## src/rtl/ram_write_ctrl_if.sv

```systemverilog
// Valid/ready byte stream into the RAM write controller.
// master = producer, slave = controller.
interface ram_write_ctrl_if #(
  parameter int DATA_W = 8
);
  logic [DATA_W-1:0] data;
  logic              valid;
  logic              ready;

  modport master (
    output data,
    output valid,
    input  ready
  );

  modport slave (
    input  data,
    input  valid,
    output ready
  );
endinterface

```

## src/rtl/ram_write_ctrl.sv

```systemverilog
// Stream-to-RAM write controller: MATRIX_SIZE beats -> BASE_ADDR upward.
// Optional byte checksum under RAM_WRITE_CTRL_CHECKSUM_EN.
module ram_write_ctrl #(
  parameter int                DATA_W      = 8,
  parameter int                ADDR_W      = 32,
  parameter int                MATRIX_SIZE = 25,
  parameter logic [ADDR_W-1:0] BASE_ADDR   = '0
) (
  input  logic              clk,
  input  logic              rst_p,
  input  logic              start,
  ram_write_ctrl_if.slave   strm,
  output logic              busy,
  output logic              done,
  output logic              ram_clk,
  output logic              ram_en,
  output logic              ram_we,
  output logic [ADDR_W-1:0] ram_addr,
  output logic              ram_rst_p,
  output logic [DATA_W-1:0] ram_wr,
  input  logic [DATA_W-1:0] ram_rd,
  output logic [15:0]       checksum
);

  localparam int CNT_W = $clog2(MATRIX_SIZE + 1);
  localparam logic [CNT_W-1:0] LAST_CNT = CNT_W'(MATRIX_SIZE - 1);

  localparam logic [1:0] S_IDLE = 2'd0;
  localparam logic [1:0] S_RECV = 2'd1;
  localparam logic [1:0] S_LAST = 2'd2;
  localparam logic [1:0] S_DONE = 2'd3;

  logic [1:0]        state_q, state_d;
  logic [CNT_W-1:0]  cnt_q, cnt_d;
  logic              ready_q, ready_d;
  logic              done_q, done_d;
  logic              en_q, en_d;
  logic              we_q, we_d;
  logic [ADDR_W-1:0] addr_q, addr_d;
  logic [DATA_W-1:0] wr_q, wr_d;
  logic              accept;
  logic              take_start;

  assign accept     = (state_q == S_RECV) && strm.valid && ready_q;
  assign take_start = (state_q == S_IDLE) && start;

  always_comb begin
    state_d = state_q;
    cnt_d   = cnt_q;
    ready_d = ready_q;
    done_d  = 1'b0;
    en_d    = en_q;
    we_d    = we_q;
    addr_d  = addr_q;
    wr_d    = wr_q;
    unique case (state_q)
      S_IDLE: begin
        if (start) begin
          state_d = S_RECV;
          cnt_d   = '0;
          ready_d = 1'b1;
        end
      end
      S_RECV: begin
        if (accept) begin
          wr_d   = strm.data;
          addr_d = BASE_ADDR + ADDR_W'(cnt_q);
          en_d   = 1'b1;
          we_d   = 1'b1;
          cnt_d  = cnt_q + 1'b1;
          if (cnt_q == LAST_CNT) begin
            ready_d = 1'b0;
            state_d = S_LAST;
          end
        end else begin
          en_d = 1'b0;
          we_d = 1'b0;
        end
      end
      S_LAST: begin
        // final write is captured by the RAM on this edge
        en_d    = 1'b0;
        we_d    = 1'b0;
        done_d  = 1'b1;
        state_d = S_DONE;
      end
      S_DONE: begin
        state_d = S_IDLE;
      end
      default: begin
        state_d = S_IDLE;
      end
    endcase
  end

  always_ff @(posedge clk or posedge rst_p) begin
    if (rst_p) begin
      state_q <= S_IDLE;
      cnt_q   <= '0;
      ready_q <= 1'b0;
      done_q  <= 1'b0;
      en_q    <= 1'b0;
      we_q    <= 1'b0;
      addr_q  <= BASE_ADDR;
      wr_q    <= '0;
    end else begin
      state_q <= state_d;
      cnt_q   <= cnt_d;
      ready_q <= ready_d;
      done_q  <= done_d;
      en_q    <= en_d;
      we_q    <= we_d;
      addr_q  <= addr_d;
      wr_q    <= wr_d;
    end
  end

`ifdef RAM_WRITE_CTRL_CHECKSUM_EN
  logic [15:0] csum_q, csum_d;

  always_comb begin
    csum_d = csum_q;
    if (take_start) begin
      csum_d = '0;
    end else if (accept) begin
      csum_d = csum_q + 16'(strm.data);
    end
  end

  always_ff @(posedge clk or posedge rst_p) begin
    if (rst_p) begin
      csum_q <= '0;
    end else begin
      csum_q <= csum_d;
    end
  end

  assign checksum = csum_q;
`else
  logic unused_start;
  assign unused_start = take_start;
  assign checksum     = 16'h0000;
`endif

  logic unused_rd;
  assign unused_rd = ^ram_rd;

  assign strm.ready = ready_q;
  assign busy       = (state_q != S_IDLE);
  assign done       = done_q;
  assign ram_clk    = clk;
  assign ram_rst_p  = rst_p;
  assign ram_en     = en_q;
  assign ram_we     = we_q;
  assign ram_addr   = addr_q;
  assign ram_wr     = wr_q;

endmodule
```

## src/flat_wrapper.sv

```systemverilog
// flat-port wrapper written by rule: the top's interface ports become plain ports
module ram_write_ctrl_flat 
#(
  parameter int                DATA_W      = 8,
  parameter int                ADDR_W      = 32,
  parameter int                MATRIX_SIZE = 25,
  parameter logic [ADDR_W-1:0] BASE_ADDR   = '0
)
  (clk, rst_p, start, busy, done, ram_clk, ram_en, ram_we, ram_addr, ram_rst_p, ram_wr, ram_rd, checksum, strm_data, strm_valid, strm_ready);
  ram_write_ctrl_if #(.DATA_W(DATA_W)) strm_i ();
  input  logic clk;
  input  logic rst_p;
  input  logic start;
  output logic busy;
  output logic done;
  output logic ram_clk;
  output logic ram_en;
  output logic ram_we;
  output logic [ADDR_W-1:0] ram_addr;
  output logic ram_rst_p;
  output logic [DATA_W-1:0] ram_wr;
  input  logic [DATA_W-1:0] ram_rd;
  output logic [15:0] checksum;
  input wire logic [$bits(strm_i.data)-1:0] strm_data;
  input wire logic [$bits(strm_i.valid)-1:0] strm_valid;
  output wire logic [$bits(strm_i.ready)-1:0] strm_ready;
  assign strm_i.data = strm_data;
  assign strm_i.valid = strm_valid;
  assign strm_ready = strm_i.ready;
  ram_write_ctrl #(.DATA_W(DATA_W), .ADDR_W(ADDR_W), .MATRIX_SIZE(MATRIX_SIZE), .BASE_ADDR(BASE_ADDR)) u_core (.clk(clk), .rst_p(rst_p), .start(start), .strm(strm_i), .busy(busy), .done(done), .ram_clk(ram_clk), .ram_en(ram_en), .ram_we(ram_we), .ram_addr(ram_addr), .ram_rst_p(ram_rst_p), .ram_wr(ram_wr), .ram_rd(ram_rd), .checksum(checksum));
endmodule
```

## config.mk

```make
export PLATFORM = sky130hd
export DESIGN_NAME = ram_write_ctrl_flat
export DESIGN_NICKNAME = d
export VERILOG_FILES = /design/src/rtl/ram_write_ctrl_if.sv /design/src/rtl/ram_write_ctrl.sv /design/src/flat_wrapper.sv
export SDC_FILE = /design/constraint.sdc
export NUM_CORES = 1
export LEC_CHECK = 0
export ABC_AREA = 1
export CORE_MARGIN = 10
export CORE_UTILIZATION = 40
export CTS_CLUSTER_SIZE = 30
export DETAILED_ROUTE_END_ITERATION = 8
export GPL_TIMING_DRIVEN = 0
export HOLD_SLACK_MARGIN = 0.03
export PLACE_DENSITY = 0.91
export REMOVE_ABC_BUFFERS = 1
export SLEW_MARGIN = 0
export SYNTH_ARGS = -nofsm -noshare
export SYNTH_HDL_FRONTEND = slang
export SYNTH_SLANG_ARGS = --single-unit
```

## constraint.sdc

```tcl
create_clock -name clk -period 2.9 [get_ports clk]
set_input_delay 0.58 -clock clk [delete_from_list [all_inputs] [get_ports clk]]
set_output_delay 0.58 -clock clk [all_outputs]
set_load 0.02 [all_outputs]
```

### After elaboration in Yosys (flattened, before gate mapping)

Cells that the tools add are included.

* eq/ne operators: 7
* add/sub/neg operators: 1
* shift-type cells: 0
* bitwise operators: 0
* $mul: 0
* reductions and logical operators: 10
* muxes and demuxes: 14
* div/mod/pow operators: 0
* order comparisons: 0

Operators with widths (count)
* 5-bit two-way mux: 2
* 5-bit one-hot mux with 2 select lines: 1
* 2-bit one-hot mux with 4 select lines: 1
* 2-bit two-way mux: 3
* 3-bit AND reduction: 2
* 2-bit nonzero test: 3
* 5-bit by 1-bit adder with 5-bit output (second input constant): 1
* 5-bit == test (second input constant): 1
* 1-bit two-way mux: 5
* 2-bit == test (second input constant): 2
* 2-bit != test (second input constant): 2
* 1-bit one-hot mux with 2 select lines: 2
* 4-bit AND reduction: 1
* 2-bit by 1-bit == test with 1-bit output (second input constant): 1
* 1-bit logical AND: 2
* 2-bit zero test: 1
* 2-bit by 1-bit != test with 1-bit output (second input constant): 1
* 2-bit AND reduction: 1

* memory bits (writable): 0
* word-level logic and storage cells: 39
* bits in latches: 0
* register bits after elaboration: 23
* input port bits: 20
* memory bits (read-only): 0
* memories: 0
* output and inout bits: 63

### Depth between registers and ports, before layout

Gate-level depths: netlist of run 1.

* depth in word-level cells: 5
* gate-level depth with buffers: 8
* gate-level depth less buffers: 7

==> flow_summary.toml, run 1 <==
[clocking]
cts_tree = "built"
clk_latency_ns = 0.37
cts_resized = 0
postCtsSetupBuffers = 0
cts_hold_buf = 0
path_clk_slew_ns = 0.08

[synthesis]
synth_warnings = 0
ys_ff_latch = 23
synth_area_leaders = "dfrtp_1, buf_4, nand2_1"
synth-edff-count = 0
seq_area_frac_synth_pct = 38.95
synth_cells = 170
yosysMostFrequentCell = "nand2_1"
synth_area_um2 = 1478
yosysTopAreaCell = "dfrtp_1"
syn_area_per_cell_um2 = 8.692
synth_ff_type = "dfrtp_1"
async_reset_ff_share_pct = 100.0
yosys.area.top_type_share_pct = 38.95
yosys-top-cells-count = "nand2_1, buf_4, dfrtp_1"
synthDistinctLibCells = 23

[die]
initial_utilization_pct = 40.98
fp.dieW_um = 80.78
fp.dieH_um = 80.78
die_area_um2 = 6525
rows = 22
fp.coreArea_um2 = 3606
io_pins = 83

[sta]
slew_viol_final = 0
setup_slack_ns = 0.1111
rsz0062_at_grt = "false"
setup_tns_ns = 0
setup_viol = 0
tightestPinTransition_ns = 0.8634
relSlewSlack_pct = 42.37
hold_viol = 0
skew_ns = 0.003292

[global_route]
grt_pass1_vias = 1047
met3_usage_pct = 4.857
grt_usage_pct = 9.147
grt_pass1_wl_um = 4712
grt_overflow_total = 0
top_usage_layer = "met2"
antenna_found_initial = 0
grt_max_degree = 24
grt_util_met1_pct = 9.836
gr-usage-met2_pct = 14.81

[worst_setup_path]
startpoint_type = "clock port"
path_class = "clock port to primary output"
cp.arrival_ns = 2.21
critPathMaxFanout = 2
end_kind = "primary output"
critPathRequiredTime_ns = 2.32

[detailed_routing]
antenna_left = 0
routed_wl_um = 3004
viasPerCell = 4.040
wire_per_inst_um = 12.11
drc = 0
vias = 1002
drt_iter0_markers = 103
dr.pass1.iters = 4

[power_and_ir_drop]
totalPowerFinal_mw = 1.776
p_comb_share_pct = 50.6
p_sw_mw = 0.7592
p_clk_share_pct = 19.8
swShare_pct = 42.74
ir_drop_mv = 0.5810
power.internal_mw = 1.017
p_leak_nw = 0.8738
seqPwrFrac_pct = 29.6
power_density_nw_per_um2 = 1039

[finish]
nFillCells = 358
syn_to_final_growth_pct = 15.66
nNetsFinal = 227
drive_gt1_share_pct = 9.000
n_antenna_cell = 0

[place]
preCtsSetupSlack_ns = 0.3615
port_buffers = 31
gp_congestion = 0.7729
place_hpwl_um = 2348

[run_status]
status = "finished, final reports clean"

[hold_path]
min-delay-path-class = "register to register"

[run]
maxCapViolCount = 0
==> cell type report <==
type / instances / area, um2 / share of cell area (%)
Clock buffer: 7 / 92.59 / 5.417
Clock inverter: 1 / 5.005 / 0.2928
Inverter: 12 / 45.04 / 2.635
Multi-Input combinational cell: 127 / 630.6 / 36.90
Sequential cell: 23 / 575.6 / 33.67
Tap cell: 48 / 60.06 / 3.514
Timing Repair Buffer: 30 / 300.3 / 17.57
==> kinds of logic (layout without fill, tap and decap cells) <==
logic type	after synthesis	count (layout)	share of synthesized area (%)
muxes	1	1	0.7620
xor gates and xnor gates	1	1	0.5928
AOI/OAI and AO/OA	10	10	5.165
buffers and inverters	62	50	29.04
DFF	23	23	38.95
other	1	43	0.2538
and+or+nand+nor	66	66	20.15
adders and majority gates	6	6	5.080
==> layer usage <==
metal | wire length [um] | vias up
met5 | 0 | -
met4 | 0 | 0
met3 | 345 | 0
met2 | 1531 | 46
met1 | 1128 | 455
li1 | - | 501
==> path summary, 6_finish.rpt <==
kind / cells after the start / slack, ns / start / to
max in group asynchronous: 2 / 1.65 / rst_p / u_core.ram_wr[3]$_DFFE_PP0P_
worst max-delay path: 3 / 0.11 / clk / ram_clk
worst min register to register: 2 / 0.48 / u_core.ram_wr[5]$_DFFE_PP0P_ / u_core.ram_wr[5]$_DFFE_PP0P_
worst max register to register: 7 / 1.08 / u_core.state_q[1]$_DFFE_PP0P_ / u_core.cnt_q[3]$_DFFE_PP0P_
min in group asynchronous: 2 / 0.72 / rst_p / u_core.ram_en$_DFFE_PP0P_
worst min-delay path: 2 / 0.48 / u_core.ram_wr[5]$_DFFE_PP0P_ / u_core.ram_wr[5]$_DFFE_PP0P_
==> flip-flops by register name (all words and copies together) (netlist names) <==
name / flops
u_core.cnt_q: 5
u_core.state_q: 2
u_core.ram_en: 1
u_core.strm.ready: 1
u_core.ram_wr: 8
u_core.done: 1
u_core.ram_addr: 5
==> cells in the final DEF (no fill, tap or decap) <==
| cell | n |
|---|---|
| dfrtp_1 | 23 |
| clkinv_1 | 1 |
| inv_1 | 11 |
| o21ai_0 | 3 |
| mux2_2 | 1 |
| nand2_4 | 1 |
| nand3_4 | 1 |
| o21ai_1 | 2 |
| ha_1 | 6 |
| nor2_2 | 1 |
| conb_1 | 43 |
| a21oi_4 | 1 |
| nand3_1 | 7 |
| clkbuf_8 | 6 |
| nand2_1 | 48 |
| nand4_1 | 5 |
| o21ai_2 | 4 |
| nor2_1 | 1 |
| clkdlybuf4s50_1 | 31 |
| clkinv_2 | 1 |
| or2_2 | 1 |
| nand2_2 | 1 |
| xor2_1 | 1 |
==> critical path: stages <==
cell and delay (ns):
clkbuf_8 0.11, clkbuf_8 0.12, clkdlybuf4s50_1 0.53
==> power by group through the flow <==
stage	clock, mW	sequential (mW)	combinational, mW
after floorplan	0	0.660	0.430
after global placement	0.0463	0.525	0.890
after detailed placement	0.0463	0.531	0.910
after CTS	0.363	0.526	0.913
after global routing	0.387	0.542	0.989
final	0.352	0.525	0.899
==> per-stage QoR <==
step / utilization, % / hold slack, ns / std cells / instance area (um2)
6_report: 47.40 / 0.4818 / 248 / 1709
5_1_grt: 47.40 / 0.5141 / 248 / 1709
4_1_cts: 47.40 / 0.4868 / 248 / 1709
3_5_place_dp: 44.97 / 0.4642 / 241 / 1622
3_3_place_gp: 44.97 / 0.4617 / 241 / 1622
2_1_floorplan: - / 0.4675 / 162 / 1251
Power figures use the tool's default switching activity.
==> run 2: changes to the inputs <==
--- a/config.mk
+++ b/config.mk
@@ -6,12 +6,12 @@
 export NUM_CORES = 1
 export LEC_CHECK = 0
 export ABC_AREA = 1
-export CORE_MARGIN = 10
 export CORE_UTILIZATION = 40
 export CTS_CLUSTER_SIZE = 30
 export DETAILED_ROUTE_END_ITERATION = 8
 export GPL_TIMING_DRIVEN = 0
 export HOLD_SLACK_MARGIN = 0.03
+export MAX_ROUTING_LAYER = met4
 export PLACE_DENSITY = 0.91
 export REMOVE_ABC_BUFFERS = 1
 export SLEW_MARGIN = 0
==> run 2 against run 1 <==
Against the previous run:
- combinational power fell by 0.7%
- non-clock buffer count did not move
- die area fell by 40%
- cell count fell by 0.81%
- via count rose by 0.60%
- first-iteration DRC count fell by 78%
- setup slack improved by 0.011 ns
- core utilization rose by 2.2 points
- sequential share of layout area barely moved
- sequential power barely moved
- clock-buffer cell count did not move
- register-to-register slack barely moved
==> flow_summary.toml, run 2 (synthesis gave the netlist of run 1 again) <==
[finish]
fin_area_um2 = 1707
nFillCells = 328
stdcell_count = 246
n_antenna_cell = 0
nNetsFinal = 227
drive_gt1_share_pct = 9.000
syn_to_final_growth_pct = 15.50
largest_reg_flops = 8
final_cell_mix = "nand2_1, conb_1, clkdlybuf4s50_1, dfrtp_1, inv_1"
post-route-util_pct = 49.58
final_common_cell = "nand2_1"

[detailed_routing]
dr.pass1.iters = 4
routed_wl_um = 2285
viasPerCell = 4.098
drc = 0
wire_per_inst_um = 9.289
drt_iter0_markers = 23
antenna_left = 0
vias = 1008

[sta]
slew_viol_final = 0
skew_ns = 0.002864
relSlewSlack_pct = 43.84
hold_viol = 0
tightestPinTransition_ns = 0.8415
setup_tns_ns = 0
rsz0062_at_grt = "false"
setup_slack_ns = 0.1218
holdWs_ns = 0.4856
setup_viol = 0

[worst_setup_path]
cp.arrival_ns = 2.20
end_kind = "primary output"
critPathMaxFanout = 2
ff2ff_setup_slack_ns = 1.08
startpoint_type = "clock port"
path_class = "clock port to primary output"
critPathRequiredTime_ns = 2.32

[place]
dp_cells = 239
post_dp_cell_area_um2 = 1619
gp_congestion = 0.7744
place_hpwl_um = 1689
port_buffers = 31
preCtsSetupSlack_ns = 0.3615

[die]
die_area_um2 = 3941
rows = 21
fp.dieW_um = 62.78
initial_utilization_pct = 42.93
fp.dieH_um = 62.78
io_pins = 83
fp.coreArea_um2 = 3442

[power_and_ir_drop]
power_density_nw_per_um2 = 1031
totalPowerFinal_mw = 1.760
ir_drop_mv = 0.6000
p_leak_nw = 0.8738

[clocking]
cts_tree = "built"
path_clk_slew_ns = 0.08
postCtsSetupBuffers = 0
clk_latency_ns = 0.36
cts_resized = 0
cts_hold_buf = 0

[global_route]
grt_max_degree = 24
grt_overflow_total = 0
grt_pass1_wl_um = 3808
grt_usage_pct = 12.88
grt_pass1_vias = 886
antenna_found_initial = 0

[run_status]
status = "finished, final reports clean"

[hold_path]
min-delay-path-class = "register to register"

[run]
maxCapViolCount = 0
[run 2: cell counts in the layout (fill, tap and decap cells not counted)]
Identical to the previous run, type by type.
[run 2: routing by layer]
metal,track usage (%),part of all wire (%)
met1,13.76,44
met2,20.92,49
met3,4.745,6.3
met4,6.395,0.83
met5,-,0
[run 2: critical path: stages]
cell and delay (ns):
clkbuf_8 0.11, clkbuf_8 0.11, clkdlybuf4s50_1 0.53
[run 2: cell type report]
cell class              instances  area, um2  area share, %
multi-input cells             127      630.6          36.95
flip-flops and latches         23      575.6          33.72
repair buffers                 30      300.3          17.60
clock buffers                   7      92.59          5.425
well taps                      46      57.56          3.372
inverters                      12      45.04          2.639
clock inverters                 1      5.005         0.2933
[run 2: where the power goes]
part / internal (mW) / switching [mW] / leakage (nW) / total, mW
registers: 0.446 / 0.0770 / 0.300 / 0.523
clock network: 0.207 / 0.137 / 0.0510 / 0.344
logic: 0.364 / 0.529 / 0.522 / 0.893
[run 2: path summary, 6_finish.rpt]
check                                              start  cells past startpoint                            end
setup / recovery                                     clk                      3                        ram_clk
hold / removal              u_core.ram_wr[1]$_DFFE_PP0P_                      2   u_core.ram_wr[1]$_DFFE_PP0P_
setup reg to reg           u_core.state_q[1]$_DFFE_PP0P_                      7  u_core.state_q[1]$_DFFE_PP0P_
hold reg to reg             u_core.ram_wr[1]$_DFFE_PP0P_                      2   u_core.ram_wr[1]$_DFFE_PP0P_
max in group asynchronous                          rst_p                      2  u_core.strm.ready$_DFFE_PP0P_
min in group asynchronous                          rst_p                      2   u_core.ram_wr[5]$_DFFE_PP0P_
